## src/rtl/lpddr2_port_arbiter.sv

```systemverilog
// Two-requester arbiter for one LPDDR2 Avalon-MM command port, with write-burst lock and read tag steering.
// Define ARB_READ_PRIORITY_EN to give m1 fixed priority with a MAX_GRANT starvation guard for m0.
module lpddr2_port_arbiter #(
  parameter int ADDR_W    = 27,
  parameter int DATA_W    = 32,
  parameter int BURST_W   = 3,
  parameter int TAG_DEPTH = 8,
  parameter int MAX_GRANT = 8
) (
  input  logic               clk,
  input  logic               reset,
  input  logic               m0_read,
  input  logic               m0_write,
  input  logic [ADDR_W-1:0]  m0_address,
  input  logic [DATA_W-1:0]  m0_writedata,
  input  logic [BURST_W-1:0] m0_burstcount,
  output logic               m0_waitrequest_n,
  output logic               m0_readdatavalid,
  output logic [DATA_W-1:0]  m0_readdata,
  input  logic               m1_read,
  input  logic               m1_write,
  input  logic [ADDR_W-1:0]  m1_address,
  input  logic [DATA_W-1:0]  m1_writedata,
  input  logic [BURST_W-1:0] m1_burstcount,
  output logic               m1_waitrequest_n,
  output logic               m1_readdatavalid,
  output logic [DATA_W-1:0]  m1_readdata,
  input  logic               avl_ready,
  output logic               avl_burstbegin,
  output logic [ADDR_W-1:0]  avl_addr,
  output logic [DATA_W-1:0]  avl_wdata,
  output logic [BURST_W-1:0] avl_size,
  output logic               avl_read_req,
  output logic               avl_write_req,
  input  logic               avl_rdata_valid,
  input  logic [DATA_W-1:0]  avl_rdata,
  output logic               err_orphan_rdata,
  output logic               grant_id
);

  localparam int PTR_W = (TAG_DEPTH > 1) ? $clog2(TAG_DEPTH) : 1;
  localparam int CNT_W = PTR_W + 1;

  logic               grant_vld_q, grant_vld_d, grant_id_q, grant_id_d;
  logic               lock_q, lock_d, bb_sent_q, bb_sent_d, err_q, err_d;
  logic [BURST_W-1:0] beat_cnt_q, beat_cnt_d, head_cnt_q, head_cnt_d;
  logic [PTR_W-1:0]   wr_ptr_q, wr_ptr_d, rd_ptr_q, rd_ptr_d;
  logic [CNT_W-1:0]   tag_cnt_q, tag_cnt_d;
  logic               tag_id_q  [TAG_DEPTH];
  logic [BURST_W-1:0] tag_len_q [TAG_DEPTH];
`ifdef ARB_READ_PRIORITY_EN
  localparam int RUN_W = $clog2(MAX_GRANT + 1);
  logic [RUN_W-1:0]   run_q, run_d;
`else
  logic               favour_q, favour_d;
  logic               unused_max_grant;
  // MAX_GRANT has no role under round-robin arbitration.
  assign unused_max_grant = ^MAX_GRANT;
`endif

  logic               g_read, g_write, pend0, pend1, tag_full, tag_empty;
  logic [ADDR_W-1:0]  g_addr;
  logic [DATA_W-1:0]  g_wdata;
  logic [BURST_W-1:0] g_bc, eff_bc;
  logic               accept, wr_acc, rd_acc, last_beat, cmd_done, rd_hit, pop;

  assign g_read    = grant_id_q ? m1_read       : m0_read;
  assign g_write   = grant_id_q ? m1_write      : m0_write;
  assign g_addr    = grant_id_q ? m1_address    : m0_address;
  assign g_wdata   = grant_id_q ? m1_writedata  : m0_writedata;
  assign g_bc      = grant_id_q ? m1_burstcount : m0_burstcount;
  assign eff_bc    = (g_bc == '0) ? BURST_W'(1) : g_bc;
  assign pend0     = m0_read | m0_write;
  assign pend1     = m1_read | m1_write;
  assign tag_full  = (tag_cnt_q == CNT_W'(TAG_DEPTH));
  assign tag_empty = (tag_cnt_q == '0);

  assign accept    = avl_ready & (avl_read_req | avl_write_req);
  assign wr_acc    = accept & avl_write_req;
  assign rd_acc    = accept & avl_read_req;
  assign last_beat = lock_q ? (beat_cnt_q == BURST_W'(1)) : (eff_bc == BURST_W'(1));
  assign cmd_done  = rd_acc | (wr_acc & last_beat);
  assign rd_hit    = avl_rdata_valid & ~tag_empty;
  assign pop       = rd_hit & (head_cnt_q == tag_len_q[rd_ptr_q] - BURST_W'(1));

  always_ff @(posedge clk) begin
    if (reset) begin
      grant_vld_q <= 1'b0;
      grant_id_q  <= 1'b0;
      lock_q      <= 1'b0;
      bb_sent_q   <= 1'b0;
      err_q       <= 1'b0;
      beat_cnt_q  <= '0;
      head_cnt_q  <= '0;
      wr_ptr_q    <= '0;
      rd_ptr_q    <= '0;
      tag_cnt_q   <= '0;
`ifdef ARB_READ_PRIORITY_EN
      run_q       <= '0;
`else
      favour_q    <= 1'b1;
`endif
    end else begin
      grant_vld_q <= grant_vld_d;
      grant_id_q  <= grant_id_d;
      lock_q      <= lock_d;
      bb_sent_q   <= bb_sent_d;
      err_q       <= err_d;
      beat_cnt_q  <= beat_cnt_d;
      head_cnt_q  <= head_cnt_d;
      wr_ptr_q    <= wr_ptr_d;
      rd_ptr_q    <= rd_ptr_d;
      tag_cnt_q   <= tag_cnt_d;
`ifdef ARB_READ_PRIORITY_EN
      run_q       <= run_d;
`else
      favour_q    <= favour_d;
`endif
    end
  end

  // Tag payload storage needs no reset; occupancy is tracked by tag_cnt_q.
  always_ff @(posedge clk) begin
    if (rd_acc) begin
      tag_id_q[wr_ptr_q]  <= grant_id_q;
      tag_len_q[wr_ptr_q] <= eff_bc;
    end
  end

  always_comb begin
    grant_vld_d = grant_vld_q;
    grant_id_d  = grant_id_q;
    lock_d      = lock_q;
    beat_cnt_d  = beat_cnt_q;
    bb_sent_d   = cmd_done ? 1'b0 : (bb_sent_q | avl_burstbegin);
    err_d       = err_q | (avl_rdata_valid & tag_empty);
    head_cnt_d  = head_cnt_q;
    wr_ptr_d    = wr_ptr_q;
    rd_ptr_d    = rd_ptr_q;
    tag_cnt_d   = tag_cnt_q;
`ifdef ARB_READ_PRIORITY_EN
    run_d       = run_q;
`else
    favour_d    = favour_q;
`endif

    if (wr_acc) begin
      if (lock_q) begin
        beat_cnt_d = beat_cnt_q - BURST_W'(1);
        lock_d     = ~last_beat;
      end else if (!last_beat) begin
        lock_d     = 1'b1;
        beat_cnt_d = eff_bc - BURST_W'(1);
      end
    end

    if (!grant_vld_q) begin
      if (pend0 | pend1) begin
        grant_vld_d = 1'b1;
`ifdef ARB_READ_PRIORITY_EN
        grant_id_d  = pend1;
`else
        grant_id_d  = (pend0 & pend1) ? favour_q : pend1;
        favour_d    = ~grant_id_d;
`endif
      end
    end else if (cmd_done) begin
`ifdef ARB_READ_PRIORITY_EN
      // m1 keeps the port until it has completed MAX_GRANT commands while m0 waits.
      if (grant_id_q) begin
        if (pend0) begin
          if (run_q == RUN_W'(MAX_GRANT - 1)) begin
            grant_id_d = 1'b0;
            run_d      = '0;
          end else begin
            run_d = run_q + RUN_W'(1);
          end
        end
      end else begin
        run_d = '0;
        if (pend1) grant_id_d = 1'b1;
      end
`else
      if (grant_id_q ? pend0 : pend1) grant_id_d = ~grant_id_q;
      favour_d = ~grant_id_d;
`endif
    end else if (!lock_q && !g_read && !g_write) begin
      grant_vld_d = 1'b0;
      bb_sent_d   = 1'b0;
    end

    if (rd_acc) wr_ptr_d = wr_ptr_q + PTR_W'(1);
    if (rd_hit) head_cnt_d = pop ? '0 : head_cnt_q + BURST_W'(1);
    if (pop)    rd_ptr_d = rd_ptr_q + PTR_W'(1);
    if (rd_acc && !pop)      tag_cnt_d = tag_cnt_q + CNT_W'(1);
    else if (!rd_acc && pop) tag_cnt_d = tag_cnt_q - CNT_W'(1);
  end

  always_comb begin
    avl_write_req    = grant_vld_q & g_write;
    avl_read_req     = grant_vld_q & g_read & ~g_write & ~tag_full;
    avl_burstbegin   = (avl_write_req | avl_read_req) & ~bb_sent_q;
    avl_addr         = grant_vld_q ? g_addr  : '0;
    avl_wdata        = grant_vld_q ? g_wdata : '0;
    avl_size         = grant_vld_q ? g_bc    : '0;
    m0_waitrequest_n = avl_ready & ~grant_id_q & (avl_write_req | avl_read_req);
    m1_waitrequest_n = avl_ready &  grant_id_q & (avl_write_req | avl_read_req);
    m0_readdatavalid = rd_hit & ~tag_id_q[rd_ptr_q];
    m1_readdatavalid = rd_hit &  tag_id_q[rd_ptr_q];
    m0_readdata      = avl_rdata;
    m1_readdata      = avl_rdata;
  end

  assign err_orphan_rdata = err_q;
  assign grant_id         = grant_id_q;

endmodule

```

## config.mk

```make
export PLATFORM = sky130hd
export DESIGN_NAME = lpddr2_port_arbiter
export DESIGN_NICKNAME = d
export VERILOG_FILES = /design/src/rtl/lpddr2_port_arbiter.sv
export SDC_FILE = /design/constraint.sdc
export NUM_CORES = 1
export LEC_CHECK = 0
export CORE_AREA = 4 4 113 115
export DETAILED_ROUTE_END_ITERATION = 7
export DIE_AREA = 0 0 117 119
export GPL_TIMING_DRIVEN = 0
export PLACE_DENSITY = 0.83
export RECOVER_POWER = 25
export SETUP_SLACK_MARGIN = 0.05
export SKIP_CTS_REPAIR_TIMING = 1
export SYNTH_ARGS = -nofsm -noshare
export SYNTH_HDL_FRONTEND = slang
export SYNTH_SLANG_ARGS = --single-unit
```

## constraint.sdc

```tcl
create_clock -name clk -period 10 [get_ports clk]
set_input_delay 2 -clock clk [delete_from_list [all_inputs] [get_ports clk]]
set_output_delay 2 -clock clk [all_outputs]
set_load 0.02 [all_outputs]
```

### Yosys cells after proc, flatten, opt, wreduce, memory -nomap -nowiden

Memories as Yosys holds them, arrays and structs flattened. A register that Yosys moved wholly into a read port is not among the register bits.
Cells that the tools add are included.

| cells by class | value |
|---|---|
| add/subtract/negate cells | 8 |
| multipliers | 0 |
| div/mod/pow operators | 0 |
| order comparisons | 0 |
| equality and inequality tests | 6 |
| shifts and indexed selects | 0 |
| muxes and demuxes | 42 |
| bitwise logic cells | 35 |
| reduce and logical (&&, ||, !) cells | 15 |

Operators by type and width:

| cell | number |
|---|---|
| $mux W32 | 2 |
| $mux W27 | 2 |
| $mux W3 | 10 |
| $mux W1 | 26 |
| $and A1 B1 Y1 | 19 |
| $add A3 B1 Y3 const B | 3 |
| $not A1 Y1 | 9 |
| $sub A3 B1 Y3 const B | 3 |
| $mux W4 | 2 |
| $or A1 B1 Y1 | 7 |
| $eq A3 B1 Y1 const B | 2 |
| $logic_not A1 Y1 | 5 |
| $add A4 B1 Y4 const B | 1 |
| $eq A4 B4 Y1 const B | 1 |
| $logic_and A1 B1 Y1 | 4 |
| $logic_not A4 Y1 | 1 |
| $reduce_and A2 Y1 | 2 |
| $reduce_bool A2 Y1 | 2 |
| $sub A4 B1 Y4 const B | 1 |
| $eq A3 B3 Y1 | 1 |
| $logic_not A3 Y1 | 1 |
| $ne A2 B1 Y1 const B | 1 |
| $ne A2 B2 Y1 const B | 1 |

| word-level totals | value |
|---|---|
| register bits | 22 |
| latch bits | 0 |
| RAM bits | 32 |
| memory bits (read-only) | 0 |
| input bits | 164 |
| output and inout port bits | 135 |
| word-level logic and storage cells | 119 |
| memories | 2 |

Memory list:

| memory | depth | bits a word | read ports | clocked after memory_dff | write ports | line | source |
|---|---|---|---|---|---|---|---|
| tag_len_q | 8 | 3 | 1 | 1 | 1 | 50 | `logic [BURST_W-1:0] tag_len_q [TAG_DEPTH];` |
| tag_id_q | 8 | 1 | 1 | 1 | 1 | 49 | `logic tag_id_q [TAG_DEPTH];` |

### Longest topological paths before layout

Gate-level depths: netlist (run 1).

| depth | value |
|---|---|
| depth after elaboration | 14 |
| gate-level depth with buffers | 17 |
| mapped depth without buffers | 16 |

### Least setup slack after synthesis (run 1)

No wires, ideal clock.

| path | value |
|---|---|
| kind | input to output |
| start point | input m0_write |
| end point | output m0_waitrequest_n |
| data arrival time | 3.448 ns |
| slack | 4.552 ns |
| stages | 5 |
| path buffers | 0 |
| cell sequence | or3b_1 a22oi_2 and2_1 nor2_1 nor3b_1 |

| between the ends | value |
|---|---|
| longest elaborated chain between the ends | 6 |

RTL lines:

| what | line | source |
|---|---|---|
| start: declaration | 13 | `input logic m0_write,` |
| $mux W1 | 68 | `assign g_write = grant_id_q ? m1_write : m0_write;` |
| $not A1 Y1 | 201 | `avl_read_req = grant_vld_q & g_read & ~g_write & ~tag_full;` |
| $and A1 B1 Y1 (2 in series) | 201 |  |
| via avl_read_req | 33 | `output logic avl_read_req,` |
| $or A1 B1 Y1 | 206 | `m0_waitrequest_n = avl_ready & ~grant_id_q & (avl_write_req \| avl_read_req);` |
| $and A1 B1 Y1 | 206 |  |
| end: declaration | 17 | `output logic m0_waitrequest_n,` |

The timed path passes the listed nets, and every way through them passes these cells.

### Final worst setup path (run 1)

| path | value |
|---|---|
| start point | input m0_read |
| end point | output m1_waitrequest_n |

| between the ends | value |
|---|---|
| longest elaborated chain between the ends | 6 |

RTL lines:

| what | line | source |
|---|---|---|
| start: declaration | 12 | `input logic m0_read,` |
| $mux W1 | 67 | `assign g_read = grant_id_q ? m1_read : m0_read;` |
| $and A1 B1 Y1 (3 in series) | 201 |  |
| $or A1 B1 Y1 | 207 | `m1_waitrequest_n = avl_ready & grant_id_q & (avl_write_req \| avl_read_req);` |
| $and A1 B1 Y1 | 207 |  |
| end: declaration | 25 | `output logic m1_waitrequest_n,` |

Every way passes these cells.

==> out/metrics.csv, run 1 <==
stage,metric,value,unit
yosys,synth.cell_area,4250,um^2
floorplan,chipHeight,119,um
setup_path,crit_path_end_kind,primary output,
clock_tree,root_buffer,clkbuf_16,
finish,syn2layout_area_growth,74.3,%
floorplan,dieArea,13900,um^2
sta,slew_violations,0,
setup_path,max_stage_delay,0.61,ns
run_status,status,completed,
yosys,yosys_warnings,0,
hold_path,min_path_type,register to register,
pwr,p_leak,2.81,nW
route,firstDrtPassIters,5,
finish,drive_above_1_share,13.5,%
finish,utilization,62.7,%
sta,max_slew_margin,4.99,%
sta,finalCritPeriodShare,63.1,%
setup_path,path_cells,dlygate4sd3_1 > or3b_1 > a22oi_1 > and2_1 > nor2_1 > and3b_1 > clkdlybuf4s50_1,
clock_tree,htree_levels,3,
floorplan,num_rows,40,
clock_tree,cts.sink_count,57,
floorplan,die_w,117,um
yosys,yosys_register_bits,57,
route,routed_wirelength,16600,um
flow_run,maxCapViolCount,0,
clock_tree,cts_buffer_depth,2,
finish,nets,873,
route,wl_per_cell,19.6,um
route,drc,0,
floorplan,io_pins,299,
place,port-buffer-count,266,
sta,rsz0062_at_grt,no,
global_routing,grt_usage,23.7,%
global_routing,first_global_vias,4519,
pwr,ir_drop,0.0730,mV
global_routing,grt.overflow.total,0,
setup_path,path_max_fanout,3,
sta,setup_viol,0,
finish,antenna_cells,0,
place,routabilityCongestion,0.876,
place,post-dp-hpwl,13900,um
global_routing,antenna_found_initial,0,
sta,fmax,159,MHz
yosys,syn_nets,596,
clock_tree,cts_tree,done,
clock_tree,cts_made_buffers,9,
route,antenna_left,0,
route,drt_iter0_drc,191,
global_routing,grt_pass1_wl,25200,um
route,num_vias,4061,
pwr,p_per_area,129,nW/um^2
sta,fin_crit,6.31,ns
floorplan,start_util,36.0,%
setup_path,startpoint_type,input pin,
global_routing,grt_max_degree,14,
clock_tree,clk_latency,0.32,ns
clock_tree,clkTransAtPathRegs,0.05,ns
setup_path,crit_slowest_cell,clkdlybuf4s50_1,
yosys,syn_area_per_cell,10.1,um^2
setup_path,worst_ep_required_time,8.00,ns
setup_path,worstPathArrival,4.31,ns
setup_path,path_class,input pin to primary output,
floorplan,coreArea,11800,um^2
sta,skew,0.00417,ns
yosys,yosysSeqAreaShare,34.4,%
route,vias_per_cell,4.78,
sta,tns,0,ns
sta,worstMarginPinSlew,1.41,ns
yosys,yosysUniqueCellTypes,51,
yosys,postSynthCellCount,420,
sta,whs,0.474,ns
sta,hold_viol,0,
stage by stage:
stage	total power, W	cell area [um^2]	std cells	setup slack, ns
after floorplan	0.000449	4250	420	4.55
after global placement	0.000610	7100	833	3.82
after detailed placement	0.000616	7100	833	3.81
after CTS	0.000965	7440	849	3.79
after global routing	0.000996	7410	849	3.59
final	0.000957	7410	849	3.69
flip-flops by register name, indices dropped and copies added (netlist names), named ones only:
register / count
lock_q: 1
bb_sent_q: 1
grant_vld_q: 1
head_cnt_q: 3
tag_id_q: 8
tag_cnt_q: 4
tag_len_q: 24
rd_ptr_q: 3
err_orphan_rdata: 1
wr_ptr_q: 3
favour_q: 1
beat_cnt_q: 3
grant_id: 1
cell usage after synthesis, drive strengths merged:
library cell   n  share of area (%)
a211oi         2               0.35
a21o           2               0.35
a21oi          9                1.1
a221oi         1               0.21
a22oi          1               0.29
a31oi          2               0.29
and2           4               0.59
and3b          2               0.41
buf           73                 12
clkbuf        14                1.2
dfxtp         25                 12
edfxtp        32                 23
fa             1               0.47
ha            11                3.2
inv           13                1.1
mux2           6                1.6
mux2i         70                 17
mux4           8                4.2
nand2          9               0.79
nand2b         3               0.44
nand3          2               0.35
nand3b         2               0.35
nor2          24                2.2
nor2b         65                9.6
nor3           6               0.71
nor3b          4               0.71
nor4           1               0.15
nor4b          2               0.41
o21a           1               0.18
o21ai          5               0.59
o22a           1               0.21
o22ai          1               0.15
o311a          1               0.24
o31ai          1               0.18
o32ai          1               0.21
o41ai          2               0.85
or3            1               0.15
or3b           1               0.21
or4            1               0.18
xnor2          6                1.2
xor2           4                1.0
layout by cell type (no fill, tap or decap), types with 4 or more instances in the layout:
cell type / count
clkdlybuf4s50_1: 259
edfxtp_1: 32
nor2_1: 24
clkbuf_1: 14
nor3b_1: 4
a21oi_1: 9
nor3_1: 6
buf_4: 64
mux2_1: 4
buf_1: 5
xnor2_1: 6
mux4_2: 8
dlygate4sd3_1: 7
mux2i_1: 69
and2_1: 4
nor2b_1: 65
ha_1: 11
dfxtp_1: 25
inv_1: 13
o21ai_0: 5
clkbuf_16: 9
nand2_1: 9
power breakdown:
part           total [W]  switching (W)  internal, W
combinational   0.000344       0.000161     0.000184
sequential      0.000265     0.00000677     0.000258
clock           0.000348       0.000105     0.000243
total           0.000957       0.000272     0.000684
logic make-up after synthesis:
family	synth area share [%]
AND/OR/NAND/NOR	17.2
buffers and inverters	14.7
multiplexers	22.6
flip-flops	34.4
AO/OA/AOI/OAI	5.15
adder cells (fa/ha/maj)	3.71
XOR/XNOR	2.24
critical path, delay by kind of cell:
family                 cells  cell delay, ns
AO/OA/AOI/OAI              1            0.23
buffers and inverters      2            1.15
AND/OR/NAND/NOR            4            0.92
worst paths after layout:
| check | end | depth (start not counted) | slack, ns | startpoint |
|---|---|---|---|---|
| max | m1_waitrequest_n | 7 | 3.69 | m0_read |
| max reg2reg | tag_cnt_q[3]$_SDFFE_PP0P_ | 17 | 5.74 | register |
| min | err_orphan_rdata$_SDFF_PP0_ | 2 | 0.47 | err_orphan_rdata$_SDFF_PP0_ |
| min reg2reg | err_orphan_rdata$_SDFF_PP0_ | 2 | 0.47 | err_orphan_rdata$_SDFF_PP0_ |
cell type report:
cell class                 instances  area (um^2)
buffer                            87          578
sequential                        57         1460
multi-input combinational        263         2130
tap                              147          184
fill                             945         4400
clock buffer                       9          225
inverter                          13         48.8
clock inverter                     7          118
timing repair buffer             266         2660
per-layer routing:
| layer | global-route usage, % | part of all wire, % |
|---|---|---|
| met2 | 40.7 | 52 |
| met4 | 7.24 | 2.2 |
| met5 | 0 | 0 |
| met3 | 8.94 | 8.1 |
| met1 | 27.0 | 37 |
No activity file was read; power rests on OpenSTA's default activity.
==> run 2: changes to the inputs <==
Settings changed: CORE_AREA 4 4 113 115 to not set, CORE_MARGIN set to 4, CORE_UTILIZATION set to 32, DIE_AREA 0 0 117 119 to not set, PLACE_DENSITY 0.83 to 0.78.
Clock period 10 ns to 5.6 ns, I/O delays scaled along.
==> run 2 against run 1 <==
Clock skew is 0.0020 ns higher. Core utilization fell by 5.2 points. Design area shrank 0.46%. Sequential power up 78%. Sequential share of layout area is 0.090 points higher. Via count is 0.79% lower. Power increased by 62%. Largest power group is now combinational cells. Register-to-register slack lost 4.5 ns. Clock power grew 33%. First-iteration DRC count is 9.4% higher.
==> out/metrics.csv, run 2 (synthesized netlist as in run 1, its figures left out) <==
stage,metric,value,unit,change
global_routing,grt.overflow.total,0,,unchanged
sta,setup_viol,0,,unchanged
floorplan,dieArea,15200,um^2,+9.1%
clock_tree,clkTransAtPathRegs,0.05,ns,about the same
sta,slew_violations,0,,unchanged
global_routing,grt_max_degree,14,,unchanged
finish,final_common_cell,clkdlybuf4s50_1,,
global_routing,grt_usage,21.5,%,-2.2 points
place,port-buffer-count,266,,unchanged
sta,finalCritPeriodShare,82.6,%,
route,num_vias,4029,,-0.79%
clock_tree,cts_made_buffers,9,,unchanged
sta,fmax,216,MHz,
finish,nets,873,,unchanged
route,routed_wirelength,16600,um,about the same
place,placed_area,7130,um^2,+0.44%
place,post-dp-hpwl,14100,um,+2.0%
sta,hold_viol,0,,unchanged
floorplan,num_rows,41,,+2.5%
global_routing,antenna_found_initial,0,,unchanged
route,drt_iter0_drc,209,,+9.4%
hold_path,min_path_type,register to register,,
sta,rsz0062_at_grt,no,,
finish,largest_reg_flops,24,,unchanged
sta,fin_ws,0.975,ns,-2.72 ns
clock_tree,root_buffer,clkbuf_16,,
setup_path,crit_path_end_kind,primary output,,
run_status,status,completed,,
finish,antenna_cells,0,,unchanged
clock_tree,cts_buffer_depth,2,,unchanged
route,drc,0,,unchanged
sta,fin_crit,4.62,ns,
finish,design_area,7380,um^2,-0.46%
route,antenna_left,0,,unchanged
sta,worstMarginPinSlew,1.15,ns,-0.261 ns
sta,skew,0.00613,ns,+0.00196 ns
finish,drive_above_1_share,13.2,%,-0.28 points
place,routabilityCongestion,0.883,,+0.85%
route,vias_per_cell,4.61,,-3.6%
finish,regMostFlops,tag_len_q,,
setup_path,timing.critical_path.from,m0_read,,
pwr,ir_drop,0.174,mV,+140%
floorplan,coreArea,12800,um^2,+8.6%
pwr,p_per_area,210,nW/um^2,+63%
route,wl_per_cell,19.0,um,-2.9%
finish,final_cell_mix,"clkdlybuf4s50_1, mux2i_1, nor2b_1",,
floorplan,io_pins,299,,unchanged
floorplan,die_w,123,um,+5.4%
route,firstDrtPassIters,4,,-1
hold_path,worstHoldStart,err_orphan_rdata$_SDFF_PP0_,,
setup_path,startpoint_type,input pin,,
setup_path,path_class,input pin to primary output,,
clock_tree,htree_levels,3,,unchanged
floorplan,start_util,33.2,%,-2.8 points
finish,top_regs,"tag_len_q: 24 flops, tag_id_q: 8 flops, tag_cnt_q: 4 flops",,
clock_tree,cts.sink_count,57,,unchanged
floorplan,chipHeight,123,um,+3.6%
global_routing,grt_pass1_wl,24500,um,-2.7%
flow_run,maxCapViolCount,0,,unchanged
finish,syn2layout_area_growth,73.5,%,
sta,max_slew_margin,22.6,%,+18 points
pwr,p_leak,2.78,nW,-0.74%
global_routing,first_global_vias,4388,,-2.9%
clock_tree,clk_latency,0.32,ns,about the same
pwr,power.total,0.00155,W,+62%
place,dp_slack,1.05,ns,-2.76 ns
setup_path,worstPathArrival,3.50,ns,-0.81 ns
clock_tree,cts_tree,done,,
setup_path,worst_ep_required_time,4.48,ns,-3.52 ns
sta,tns,0,ns,unchanged
setup_path,path_max_fanout,3,,unchanged
[run 2: path summary, 6_finish.rpt]
kind / endpoint / slack (ns) / cells after the start
worst max-delay path: m1_waitrequest_n / 0.98 / 7
worst min-delay path: err_orphan_rdata$_SDFF_PP0_ / 0.50 / 2
worst max register to register: tag_cnt_q[3]$_SDFFE_PP0P_ / 1.27 / 17
worst min register to register: err_orphan_rdata$_SDFF_PP0_ / 0.50 / 2
[run 2: where the power goes]
group	internal, W	leakage (nW)	total [W]	switching [W]
clock network	0.000292	0.128	0.000464	0.000171
registers	0.000461	0.492	0.000473	0.0000126
logic	0.000326	2.16	0.000613	0.000287
total	0.00108	2.78	0.00155	0.000471
[run 2: layout make-up]
cell class / count / area [um^2]
fillers: 1142 / 5450
repair buffers: 266 / 2660
multi-input cells: 263 / 2160
flip-flops and latches: 57 / 1460
plain buffers: 87 / 577
clock buffers: 11 / 233
well taps: 172 / 215
inverters: 13 / 48.8
clock inverters: 5 / 22.5
[run 2: worst max-delay path: stages]
cell	delay, ns
dlygate4sd3_1	0.60
or3b_1	0.38
a22oi_2	0.18
and2_1	0.26
nor2_1	0.11
and3b_1	0.22
clkdlybuf4s50_1	0.63
[run 2: per-stage QoR]
stage / util [%] / hold slack, ns / std cells
after floorplan: - / 0.453 / 420
after global placement: 55.6 / 0.461 / 858
after detailed placement: 55.6 / 0.491 / 858
after CTS: 57.6 / 0.500 / 874
after global routing: 57.5 / 0.537 / 874
final: 57.5 / 0.503 / 874
[run 2: layer usage]
layer	global-route usage (%)	wire length [um]	share of wire [%]
met1	25.1	6160	37
met2	36.4	8520	51
met3	9.06	1630	9.8
met4	5.95	316	1.9
met5	0	0	0
==> run 3: changes to the inputs <==
Settings changed: CORE_UTILIZATION 32 to 36, PLACE_DENSITY 0.78 to 0.83.
Clock period 5.6 ns to 4.4 ns, I/O delays scaled along.
==> run 3 against run 2 <==
Clock skew about the same. Count of clock-buffer cells in the layout increased by 1. Register-to-register slack got worse by 0.91 ns. Critical endpoint is now avl_wdata[20]. Largest cell class unchanged. Largest power group unchanged.
==> out/metrics.csv, run 3 (synthesized netlist as in run 1, its figures left out) <==
stage,metric,value,unit,change
global_routing,gr-usage-met2,41.4,%,+5.1 points
route,wl_per_cell,19.9,um,+4.4%
sta,setup_viol,0,,unchanged
clock_tree,cts_buffer_depth,2,,unchanged
floorplan,dieArea,13600,um^2,-10%
clock_tree,htree_levels,3,,unchanged
finish,multi_input_area,2170,um^2,+0.58%
place,routabilityCongestion,0.912,,+3.3%
clock_tree,root_buffer,clkbuf_16,,
setup_path,worstPathArrival,3.22,ns,-0.28 ns
pwr,switching_share,29.1,%,-1.3 points
finish,final_common_cell,clkdlybuf4s50_1,,
sta,whs,0.475,ns,-0.0286 ns
sta,tns,0,ns,unchanged
finish,fillCellCount,901,,-21%
route,num_vias,4043,,+0.35%
floorplan,chipHeight,117,um,-5.3%
route,antenna_left,0,,unchanged
sta,finalCritPeriodShare,93.3,%,
setup_path,crit_path_end_kind,primary output,,
sta,rsz0062_at_grt,no,,
finish,final_cell_mix,"clkdlybuf4s50_1, mux2i_1, nor2b_1",,
clock_tree,cts.sink_count,57,,unchanged
place,post-dp-hpwl,14400,um,+1.5%
finish,nets,873,,unchanged
finish,drive_above_1_share,14.0,%,+0.71 points
global_routing,antenna_found_initial,2,,+2
global_routing,grt_usage,24.3,%,+2.7 points
pwr,p_comb_share,37.8,%,-1.7 points
floorplan,num_rows,39,,-4.9%
global_routing,grt.overflow.total,0,,unchanged
setup_path,path_class,register to primary output,,
floorplan,start_util,37.1,%,+3.9 points
run_status,status,completed,,
floorplan,die_w,117,um,-5.3%
clock_tree,cts_made_buffers,9,,unchanged
hold_path,hold_depth,2,,unchanged
finish,design_area,7400,um^2,+0.37%
clock_tree,clkTransAtPathRegs,0.05,ns,about the same
pwr,p_leak,2.81,nW,+1.0%
sta,worstMarginPinSlew,1.14,ns,-0.00249 ns
route,routed_wirelength,16800,um,+1.2%
setup_path,path_max_fanout,10,,+7
setup_path,ff2ff_setup_slack,0.36,ns,-0.91 ns
global_routing,grt_max_degree,14,,unchanged
sta,fmax,244,MHz,
route,vias_per_cell,4.77,,+3.5%
global_routing,grt_busiest_layer,met2,,
pwr,ir_drop,0.322,mV,+85%
pwr,p_int,0.00146,W,+36%
setup_path,timing.critical_path.from,grant_id$_SDFFE_PP0P_,,
global_routing,first_global_vias,4432,,+1.0%
finish,syn2layout_area_growth,74.1,%,
place,port-buffer-count,266,,unchanged
sta,max_slew_margin,22.7,%,+0.17 points
finish,regMostFlops,tag_len_q,,
sta,slew_violations,0,,unchanged
finish,top_regs,"tag_len_q: 24 flops, tag_id_q: 8 flops, tag_cnt_q: 4 flops",,
hold_path,worstHoldStart,err_orphan_rdata$_SDFF_PP0_,,
setup_path,reg2reg_depth,17,,unchanged
route,drt_iter0_drc,181,,-13%
floorplan,coreArea,11500,um^2,-11%
sta,skew,0.00641,ns,+0.000282 ns
setup_path,worst_ep_required_time,3.52,ns,-0.96 ns
sta,fin_crit,4.10,ns,
route,drc,0,,unchanged
pwr,clockPowerShare,33.0,%,+3.1 points
route,firstDrtPassIters,4,,unchanged
clock_tree,clk_latency,0.32,ns,about the same
global_routing,met1_usage,28.3,%,+3.3 points
clock_tree,cts_tree,done,,
floorplan,io_pins,299,,unchanged
finish,final-seq-area,1460,um^2,unchanged
pwr,sequentialPowerShare,29.2,%,-1.3 points
finish,largest_reg_flops,24,,unchanged
flow_run,maxCapViolCount,0,,unchanged
hold_path,min_to,err_orphan_rdata$_SDFF_PP0_,,
setup_path,startpoint_type,register,,
pwr,p_switching,0.000600,W,+28%
setup_path,rr_endpoint,tag_cnt_q[3]$_SDFFE_PP0P_,,
global_routing,grt_pass1_wl,24700,um,+0.62%
pwr,p_per_area,279,nW/um^2,+33%
global_routing,grtUsageMet3,9.64,%,+0.58 points
hold_path,min_path_type,register to register,,
place,placed_area,7090,um^2,-0.51%
sta,hold_viol,0,,unchanged
-- run 3: changes by cell type in the layout (fill, tap and decap cells not counted), sizes merged --
cell,delta
clkdlybuf4s50,-2
clkinv,-2
diode,+2
dlygate4sd3,+2
buf,+1
bufinv,+1
-- run 3: worst max path at each step --
stage	slack [ns]	endpoint
6_report	0.30	avl_wdata[20]
5_1_grt	0.09	tag_cnt_q[3]$_SDFFE_PP0P_
4_1_cts	0.21	avl_wdata[18]
3_5_place_dp	0.37	tag_cnt_q[3]$_SDFFE_PP0P_
3_3_place_gp	0.45	m0_waitrequest_n
2_1_floorplan	0.82	tag_cnt_q[3]$_SDFFE_PP0P_
-- run 3: layout make-up --
cell class	instances	share of cell area, %
Tap cell	143	2.42
Clock inverter	4	0.575
Timing Repair Buffer	266	36.0
Clock buffer	12	3.46
Antenna cell	2	0.0676
Inverter	13	0.659
Buffer	87	7.82
Sequential cell	57	19.7
Multi-Input combinational cell	263	29.3
-- run 3: metrics by stage --
| step | instances | utilization [%] | worst slack (ns) | power, W |
|---|---|---|---|---|
| after floorplan | 420 | - | 0.821 | 0.00102 |
| after global placement | 829 | 61.9 | 0.450 | 0.00138 |
| after detailed placement | 829 | 61.9 | 0.369 | 0.00140 |
| after CTS | 845 | 64.5 | 0.206 | 0.00208 |
| after global routing | 845 | 64.5 | 0.0877 | 0.00215 |
| final | 847 | 64.6 | 0.295 | 0.00206 |
-- run 3: routing by layer --
| layer | routed length, um | up-vias |
|---|---|---|
| met5 | 27 | - |
| met1 | 6420 | 1906 |
| met2 | 8490 | 151 |
| met3 | 1550 | 29 |
| met4 | 343 | 4 |
| li1 | - | 1953 |
-- run 3: power by group through the flow --
| stage | registers [W] | clock network [W] | logic [W] |
|---|---|---|---|
| finish | 0.000604 | 0.000680 | 0.000780 |
| CTS | 0.000604 | 0.000690 | 0.000791 |
| floorplan | 0.000611 | 0 | 0.000408 |
| global placement | 0.000611 | 0 | 0.000772 |
| detailed placement | 0.000614 | 0 | 0.000785 |
| global route | 0.000605 | 0.000716 | 0.000831 |
-- run 3: critical path, cell delays in order, from the launching register on --
cell             delay (ns)
dfxtp_1                0.50
buf_2                  0.30
buf_1                  0.48
buf_1                  0.61
mux2i_1                0.17
nor2b_1                0.19
clkdlybuf4s50_1        0.65
